### src/rtl/afifo_rd_stream_pkg.sv
// Shared types for the async-FIFO read-side drain engine.
// Holds the skid buffer state encoding and the handshake counter width.
package afifo_rd_stream_pkg;

  typedef enum logic [1:0] {
    ST_EMPTY = 2'd0,
    ST_ONE   = 2'd1,
    ST_TWO   = 2'd2
  } skid_state_t;

  localparam int POP_CNT_W = 16;

endpackage

### src/rtl/afifo_rd_stream_skid_buf2.sv
// Two-entry valid/ready skid buffer with registered outputs and occupancy.
// The head register drives m_data directly; the skid register only fills under backpressure.
module skid_buf2
  import afifo_rd_stream_pkg::*;
#(
  parameter int W = 32
) (
  input  logic         clk,
  input  logic         rst_n,
  input  logic         push,
  input  logic [W-1:0] din,
  input  logic         m_ready,
  output logic         m_valid,
  output logic [W-1:0] m_data,
  output logic [1:0]   occ,
  output logic         full
);

  skid_state_t  state_reg;
  logic [W-1:0] head_reg;
  logic [W-1:0] skid_reg;
  logic         valid_reg;
  logic [1:0]   occ_reg;
  logic         take;

  assign take    = valid_reg & m_ready;
  assign m_valid = valid_reg;
  assign m_data  = head_reg;
  assign occ     = occ_reg;
  // full comes straight from the state register so the pop path never sees m_ready
  assign full    = (state_reg == ST_TWO);

  always_ff @(posedge clk) begin
    if (!rst_n) begin
      state_reg <= ST_EMPTY;
      head_reg  <= '0;
      skid_reg  <= '0;
      valid_reg <= 1'b0;
      occ_reg   <= 2'd0;
    end else begin
      case (state_reg)
        ST_EMPTY: begin
          if (push) begin
            head_reg  <= din;
            state_reg <= ST_ONE;
            valid_reg <= 1'b1;
            occ_reg   <= 2'd1;
          end
        end
        ST_ONE: begin
          if (push && !take) begin
            skid_reg  <= din;
            state_reg <= ST_TWO;
            occ_reg   <= 2'd2;
          end else if (!push && take) begin
            state_reg <= ST_EMPTY;
            valid_reg <= 1'b0;
            occ_reg   <= 2'd0;
          end else if (push && take) begin
            head_reg <= din;
          end
        end
        ST_TWO: begin
          if (take) begin
            head_reg  <= skid_reg;
            state_reg <= ST_ONE;
            occ_reg   <= 2'd1;
          end
        end
        default: begin
          state_reg <= ST_EMPTY;
          valid_reg <= 1'b0;
          occ_reg   <= 2'd0;
        end
      endcase
    end
  end

endmodule

### src/rtl/afifo_rd_stream.sv
// Read-domain drain engine: pops the async FIFO and re-presents entries on a
// registered valid/ready stream, pacing pops to the FIFO read latency.
module afifo_rd_stream
  import afifo_rd_stream_pkg::*;
#(
  parameter int AFIFODW = 32,
  parameter int RDLAT   = 1
) (
  input  logic                 clk,
  input  logic                 rst_n,
  input  logic                 en,
  input  logic                 rqempty,
  input  logic [AFIFODW-1:0]   rdata,
  output logic                 rnext,
  output logic                 m_valid,
  output logic [AFIFODW-1:0]   m_data,
  input  logic                 m_ready,
  output logic [1:0]           occ,
  output logic [POP_CNT_W-1:0] pop_cnt
);

  logic                 full;
  logic                 hold;
  logic                 take;
  logic [POP_CNT_W-1:0] pop_cnt_reg;

  assign rnext   = rst_n & en & ~rqempty & ~full & ~hold;
  assign take    = m_valid & m_ready;
  assign pop_cnt = pop_cnt_reg;

  generate
    if (RDLAT != 0) begin : g_hold
      // A registered read RAM only shows the new pointer's entry one cycle after a pop
      logic hold_reg;
      always_ff @(posedge clk) begin
        if (!rst_n) hold_reg <= 1'b0;
        else        hold_reg <= rnext;
      end
      assign hold = hold_reg;
    end else begin : g_no_hold
      assign hold = 1'b0;
    end
  endgenerate

  always_ff @(posedge clk) begin
    if (!rst_n)    pop_cnt_reg <= '0;
    else if (take) pop_cnt_reg <= pop_cnt_reg + 1'b1;
  end

  skid_buf2 #(.W(AFIFODW)) u_skid (
    .clk     (clk),
    .rst_n   (rst_n),
    .push    (rnext),
    .din     (rdata),
    .m_ready (m_ready),
    .m_valid (m_valid),
    .m_data  (m_data),
    .occ     (occ),
    .full    (full)
  );

endmodule

### config.mk
export PLATFORM = sky130hd
export DESIGN_NAME = afifo_rd_stream
export DESIGN_NICKNAME = d
export VERILOG_FILES = /design/src/rtl/afifo_rd_stream_pkg.sv /design/src/rtl/afifo_rd_stream_skid_buf2.sv /design/src/rtl/afifo_rd_stream.sv
export SDC_FILE = /design/constraint.sdc
export NUM_CORES = 1
export LEC_CHECK = 0
export CORE_AREA = 2 2 81 141
export DETAILED_ROUTE_END_ITERATION = 12
export DIE_AREA = 0 0 83 143
export HOLD_SLACK_MARGIN = 0.1
export PLACE_DENSITY = 0.59
export SYNTH_ARGS = -nofsm -noshare
export SYNTH_HDL_FRONTEND = slang
export SYNTH_HIERARCHICAL = 1
export SYNTH_SLANG_ARGS = --single-unit
### constraint.sdc
create_clock -name clk -period 3.4 [get_ports clk]
set_input_delay 0.68 -clock clk [delete_from_list [all_inputs] [get_ports clk]]
set_output_delay 0.68 -clock clk [all_outputs]
set_load 0.005 [all_outputs]
# After elaboration in Yosys (flattened, before gate mapping)
# Index checks and enable logic that the tools add are counted.
[word_totals]
n_memories = 0
inputBits = 37
output_inout_bits = 52
romBits = 0
ramBits = 0
elab_cells = 50
register_bits = 84
latchBits = 0
[classes]
multipliers = 0
reduce_logical = 11
n_bitwise = 8
order_cmp = 0
n_shift = 0
mux = 15
addsub = 1
n_eq_ne = 9
div_mod_pow = 0
[op_table]
columns = ["op", "n"]
rows = [
  ["32-bit two-way mux", 5],
  ["32-bit one-hot mux with 3 select lines", 1],
  ["16-bit by 1-bit adder with 16-bit output (second input constant)", 1],
  ["2-bit two-way mux", 4],
  ["2-bit by 1-bit != test with 1-bit output (second input constant)", 4],
  ["2-bit one-hot mux with 3 select lines", 1],
  ["6-bit AND reduction", 1],
  ["1-bit AND", 5],
  ["2-bit != test (second input constant)", 2],
  ["4-bit AND reduction", 1],
  ["1-bit logical AND", 3],
  ["1-bit two-way mux", 3],
  ["3-bit by 1-bit != test with 1-bit output (second input constant)", 1],
  ["1-bit NOT", 3],
  ["1-bit one-hot mux with 3 select lines", 1],
  ["3-bit AND reduction", 1],
  ["3-bit nonzero test", 1],
  ["2-bit by 1-bit equality test with 1-bit output (second input constant)", 1],
  ["2-bit equality test (second input constant)", 1],
  ["1-bit zero test", 2],
  ["2-bit zero test", 1],
  ["2-bit AND reduction", 1],
]

# Depth between registers and ports, before layout
# Gate-level depths: netlist (run 1).
[logic_depth]
word_depth = 9
ltp_mapped = 12
depth_no_buf = 9

# Hierarchy
# The synthesis (run 1) kept the hierarchy.
[by_module_without_submodules]
columns = ["mod", "seq_area_each_um2", "area_each_um2", "n_inst", "cells_each"]
rows = [
  ["skid_buf2", 1341.3, 2920.3, 1, 314],
  ["afifo_rd_stream", 340.3, 758.2, 1, 85],
]

# Worst setup path after synthesis (run 1)
# No wires, ideal clock.
[synth_timing]
path_kind = "register -> register"
from = "reg u_skid/occ[0] (netlist name)"
to = "reg u_skid.head_reg[0], in the netlist u_skid/m_data[0]"
path_stages_with_launch = 12
setup_time_ns = 0.116
synth_period_minus_slack_ns = 3.080
n_path_buf = 3
t_required_ns = 3.284
slack_ns = 0.320
t_arrival_ns = 2.964
path_cell_list = "dfxtp_1 nand2b_1 buf_2 buf_2 inv_1 nor4_1 ha_1 inv_1 o41ai_2 clkbuf_1 nand3_1 o211a_1"
[synth_lines]
columns = ["element", "line_no", "source"]
rows = [
  ["end signal: assignment", "afifo_rd_stream_skid_buf2.sv:44", "head_reg <= din;"],
  ["end signal: assignment", "afifo_rd_stream_skid_buf2.sv:60", "head_reg <= din;"],
  ["end signal: assignment", "afifo_rd_stream_skid_buf2.sv:65", "head_reg <= skid_reg;"],
  ["end: declaration", "afifo_rd_stream_skid_buf2.sv:20", "logic [W-1:0] head_reg;"],
]

# Worst setup path in the final report (run 1)
[layout_timing]
from = "in rqempty"
to = "out rnext"
[layout_via]
elab_chain_cells = 4
[layout_rtl]
columns = ["element", "line_no", "source"]
rows = [
  ["start: declaration", "afifo_rd_stream.sv:12", "input logic rqempty,"],
  ["1-bit NOT", "afifo_rd_stream.sv:27", "assign rnext = rst_n & en & ~rqempty & ~full & ~hold;"],
  ["1-bit AND (3 in a row)", "afifo_rd_stream.sv:27", ""],
  ["end: declaration", "afifo_rd_stream.sv:14", "output logic rnext,"],
]
# No other way between the ends.

==> reports/results.ini, run 1 <==
[worst_setup_path]
cp_slowest_stage_delay_ps = 510
end_kind = output pin
critical_path_arrival_ps = 2090
crit_chain = clkdlybuf4s50_1 > nor4_1 > buf_4 > clkdlybuf4s50_1
critPathLaunchType = input port
rrSetupSlack_ps = 860
required_ps = 2720
critPathMaxFanout = 6
path_common_cell = clkdlybuf4s50_1
slowest_stage = clkdlybuf4s50_1
crit_type = input port to output pin

[pwr]
p_comb_share_pct = 11.2
power_density_mw_per_mm2 = 477
p_total_w = 0.00238
cellInternalPower_w = 0.00186
power_frac_seq_pct = 44.4
p_leak_nw = 2.30
swShare_pct = 21.7
clockPowerShare_pct = 44.5
power_switching_w = 0.000517
ir_worst_vdd_v = 0.000278

[synth]
async_flop_share_pct = 0
synth.largest_area_cell = dfxtp_1
ys_ff_latch = 84
synth_top_area_share_pct = 45.7
synth_ff_type = dfxtp_1
avgSynthCellArea_um2 = 9.22
syn-cell-area_mm2 = 0.00368
syn_inst = 399
synth-edff-count = 0
synthTopCellsByCount = dfxtp_1 (84), nand2_1 (75), nand3_1 (36)
yosysSeqAreaShare_pct = 45.7
synth_area_leaders = dfxtp_1 (46%), mux2i_1 (8.7%), o211a_1 (8.7%)
syn_nets = 440
yosysMostFrequentCell = dfxtp_1
synth_cell_types = 38
yosysWarnings = 6

[routing]
vias = 3106
routedWlPerCell_um = 15.1
routed_wirelength_um = 9200
route.detailed.drc = 0
ant_nets = 0
drt_iter0_markers = 146
drtPass1Iterations = 4
via_per_inst = 5.10

[placement]
place.gp.congestion = 0.745
placed_cell_area_mm2 = 0.00467
port_buffers = 88
dp_hpwl_um = 6150

[final_layout]
nNetsFinal = 516
utilization_pct = 46.7
drive_gt1_share_pct = 6.47
final_area_mm2 = 0.00499
syn_to_final_growth_pct = 35.7
diodes = 0

[floorplan]
ios = 89
dieArea_mm2 = 0.0119
core_mm2 = 0.0107
rows = 50
die-height_um = 143
chipWidth_um = 83
initial_core_util_pct = 34.4

[timing]
worst_hold_slack_ps = 424
tightest_slew_ps = 722
finalCritPeriodShare_pct = 81.5
slew_viol_final = 0
maxSlewHeadroom_pct = 51.9
setup_viol = 0
fin_setup_tns_ps = 0
hold_viol_final = 0
fmax_mhz = 361
rsz0062_at_grt = false
finalClockSkew_ps = 4.23
min_period_ps = 2770

[clock_tree]
clockBufferDepth = 2
post_cts_resized = 0
numCtsBuffers = 9
cts_root_buffer = clkbuf_16
post_cts_buffers = 0
postCtsHoldBufs = 0
clk_pin_slew_ps = 60
cts_tree = done
cts_max_level = 3
clock_latency_ps = 330
clkSinkCount = 84

[grt]
overflow = 0
grt_pass1_wl_um = 14800
antenna_found_initial = 0
grt_max_degree = 69
grt_pass1_vias = 2996
track_usage_pct = 15.6

[run]
max_cap_viol_count = 0

[worst_hold_path]
hp-class = register to register

[outcome]
outcome = completed

power by group through the flow:
stage	logic (W)	registers (W)	clock network, W
final	0.000266	0.00106	0.00106
after global routing	0.000290	0.00106	0.00113
after CTS	0.000271	0.00106	0.00109
after detailed placement	0.000270	0.00108	0
after global placement	0.000266	0.00108	0
after floorplan	0.000111	0.00107	0
layer usage:
metal  part of all wire (%)  wire (um)  up-vias  track usage [%]
li1                       -          -     1547                -
met1                     41       3770     1490             17.0
met2                     54       4970       57             29.2
met3                    2.7        250       12             2.54
met4                    2.2        204        0             7.42
met5                      0          0        -                0
per-stage QoR:
step,instances,setup slack [ps]
4_1_cts,609,598
5_1_grt,609,522
3_5_place_dp,594,432
2_1_floorplan,399,320
6_report,609,628
3_3_place_gp,594,497
cell usage in the layout (no fill, tap or decap), types with 2 or more instances in the layout:
cell	Yosys	routed
nor3_1	2	2
ha_1	4	4
clkbuf_8	0	2
a21oi_1	6	6
nand3_1	36	36
nor2b_1	2	2
inv_1	8	8
clkdlybuf4s50_1	0	87
dfxtp_1	84	84
o21ai_0	4	4
and2_1	2	2
mux2i_1	32	32
buf_4	3	6
a21boi_0	32	32
nand4_1	4	4
nor2_1	13	12
nor4_1	3	3
and4_1	2	2
o211a_1	32	32
xor2_1	7	7
xnor2_1	4	4
bufinv_16	0	2
clkbuf_16	0	9
nand2_1	75	75
logic make-up (layout without fill, tap and decap cells):
family                   count (synthesis)  after routing  share of synthesized area (%)
XOR/XNOR                                11             11                           2.62
flip-flops                              84             84                           45.7
AND/OR/NAND/NOR                        150            150                           19.1
multiplexers                            32             32                           8.71
AO/OA/AOI/OAI                           80             80                           18.1
adder cells (fa/ha/maj)                  4              4                           1.36
buffers and inverters                   38            118                           4.39
critical path, delay by kind of cell:
kind                   cells  cell delay [ps]
AND/OR/NAND/NOR            1              290
buffers and inverters      3             1120
final timing paths:
path	from	depth (start not counted)	to
setup reg to reg	u_skid/occ[0]	9	u_skid/occ[1]
hold reg to reg	g_hold.hold_reg	1	g_hold.hold_reg
hold / removal	g_hold.hold_reg	1	g_hold.hold_reg
setup / recovery	rqempty	4	rnext
cell type report:
| class | count | area (um2) |
|---|---|---|
| Tap cell | 130 | 163 |
| Multi-Input combinational cell | 277 | 1850 |
| Clock inverter | 4 | 72.6 |
| Inverter | 8 | 30.0 |
| Clock buffer | 11 | 253 |
| Timing Repair Buffer | 95 | 941 |
| Fill cell | 1038 | 5710 |
| Sequential cell | 84 | 1680 |
No activity file was read; power rests on OpenSTA's default activity.
==> inputs of run 2 (changes only) <==
- clock period: 3.4 -> 2.7 ns (I/O delays scaled with it)
==> run 2 against run 1 <==
Flip-flop and latch count unchanged. Utilization grew 2.0 points. Critical path type unchanged. Highest routed layer unchanged. Count of clock-buffer cells in the layout down 2. Worst setup slack got worse by 490 ps. Final cell count up 2.3%. Die area did not move. Critical path depth is 1 higher. Non-clock buffer count increased by 13. Global-route usage is 0.31 points higher. Via count up 0.77%. Largest power group is now the clock network. Worst hold slack better by 37 ps. Clock power rose by 49%.
==> reports/results.ini, run 2 (synthesized netlist as in run 1, its figures left out) <==
[timing]
finalCritPeriodShare_pct = 94.8
slew_viol_final = 0
hold_viol_final = 0
tightest_slew_ps = 659
finalClockSkew_ps = 4.95
setup_viol = 0
min_period_ps = 2560
maxSlewHeadroom_pct = 56.0
worst_hold_slack_ps = 461
fmax_mhz = 391
fin_setup_tns_ps = 0
rsz0062_at_grt = false

[final_layout]
layout_commonest_cell = clkdlybuf4s50_1
syn_to_final_growth_pct = 41.5
drive_gt1_share_pct = 9.33
final_cell_count_no_fill = 623
multi_input_area_mm2 = 0.00187
fillCellCount = 1007
layout_common_cells = clkdlybuf4s50_1 (87), dfxtp_1 (84), nand2_1 (75)
ff_latch_area_mm2 = 0.00168
nNetsFinal = 529
utilization_pct = 48.7
diodes = 0

[routing]
drt_iter0_markers = 162
via_per_inst = 5.02
drtPass1Iterations = 4
ant_nets = 0
routedWlPerCell_um = 15.2
routed_wirelength_um = 9470
route.detailed.drc = 0
vias = 3130

[placement]
place.gp.congestion = 0.813
dp_hpwl_um = 6350
port_buffers = 88
dp.cells = 606

[worst_setup_path]
path_common_cell = clkdlybuf4s50_1
critPathLaunchType = input port
cp_slowest_stage_delay_ps = 490
crit_chain = clkdlybuf4s50_1 > nand2_1 > nor4_4 > buf_4 > clkdlybuf4s50_1
required_ps = 2160
slowest_stage = clkdlybuf4s50_1
end_kind = output pin
crit_type = input port to output pin
critical_path_arrival_ps = 2020
critPathMaxFanout = 2

[worst_hold_path]
hp-class = register to register

[pwr]
power_density_mw_per_mm2 = 628
ir_worst_vdd_v = 0.000442
p_leak_nw = 2.40
p_total_w = 0.00327

[grt]
grt_pass1_wl_um = 15200
antenna_found_initial = 0
overflow = 0
grt_max_degree = 69
track_usage_pct = 16.0
grt_pass1_vias = 3098

[floorplan]
core_mm2 = 0.0107
dieArea_mm2 = 0.0119
initial_core_util_pct = 34.4
die-height_um = 143
chipWidth_um = 83
ios = 89
rows = 50

[clock_tree]
cts_tree = done
clock_latency_ps = 330
clk_pin_slew_ps = 60
cts_root_buffer = clkbuf_16
cts_max_level = 3
clockBufferDepth = 2
clkSinkCount = 84
numCtsBuffers = 9

[run]
max_cap_viol_count = 0

[outcome]
outcome = completed

run 2: metal layers:
metal	global-route usage, %	vias to the layer above	part of all wire [%]
met5	0	-	0
li1	-	1574	-
met3	3.47	6	3.2
met4	6.21	0	1.4
met1	16.7	1492	40
met2	30.6	58	55
run 2: path summary, 6_finish.rpt:
path                           start            endpoint  slack [ps]  cells after the start
setup reg to reg       u_skid/occ[0]   u_skid/m_data[26]         480                     10
hold / removal    u_skid/skid_reg[0]  u_skid/skid_reg[0]         460                      2
hold reg to reg   u_skid/skid_reg[0]  u_skid/skid_reg[0]         460                      2
setup / recovery                  en               rnext         140                      5
run 2: through the flow:
| stage | setup WS, ps | area, um2 |
|---|---|---|
| finish | 141 | 5200 |
| global route | 79.8 | 5200 |
| CTS | 70.0 | 5200 |
| detailed placement | 14.3 | 4810 |
| global placement | 30.9 | 4810 |
| floorplan | 52.0 | 3710 |
run 2: area by class of cell:
| class | count | share of cell area, % |
|---|---|---|
| Multi-Input combinational cell | 277 | 35.9 |
| Sequential cell | 84 | 32.3 |
| Timing Repair Buffer | 108 | 20.7 |
| Clock buffer | 9 | 4.33 |
| Clock inverter | 7 | 3.13 |
| Tap cell | 130 | 3.13 |
| Inverter | 8 | 0.577 |
run 2: critical path: cells and delay by family:
kind          cells  cell delay (ps)
simple gates      2              380
buf+inv           3             1100
run 2: what timing repair did:
action,in CTS,in global routing
setup buffers,0,1
endpoints found under the setup margin,0,1
hold buffers,0,0
gates resized for setup,0,0
run 2: where the power goes:
part           switching (W)  internal (W)
registers          0.0000338       0.00129
logic               0.000144      0.000214
clock network       0.000496       0.00109
total               0.000674       0.00260
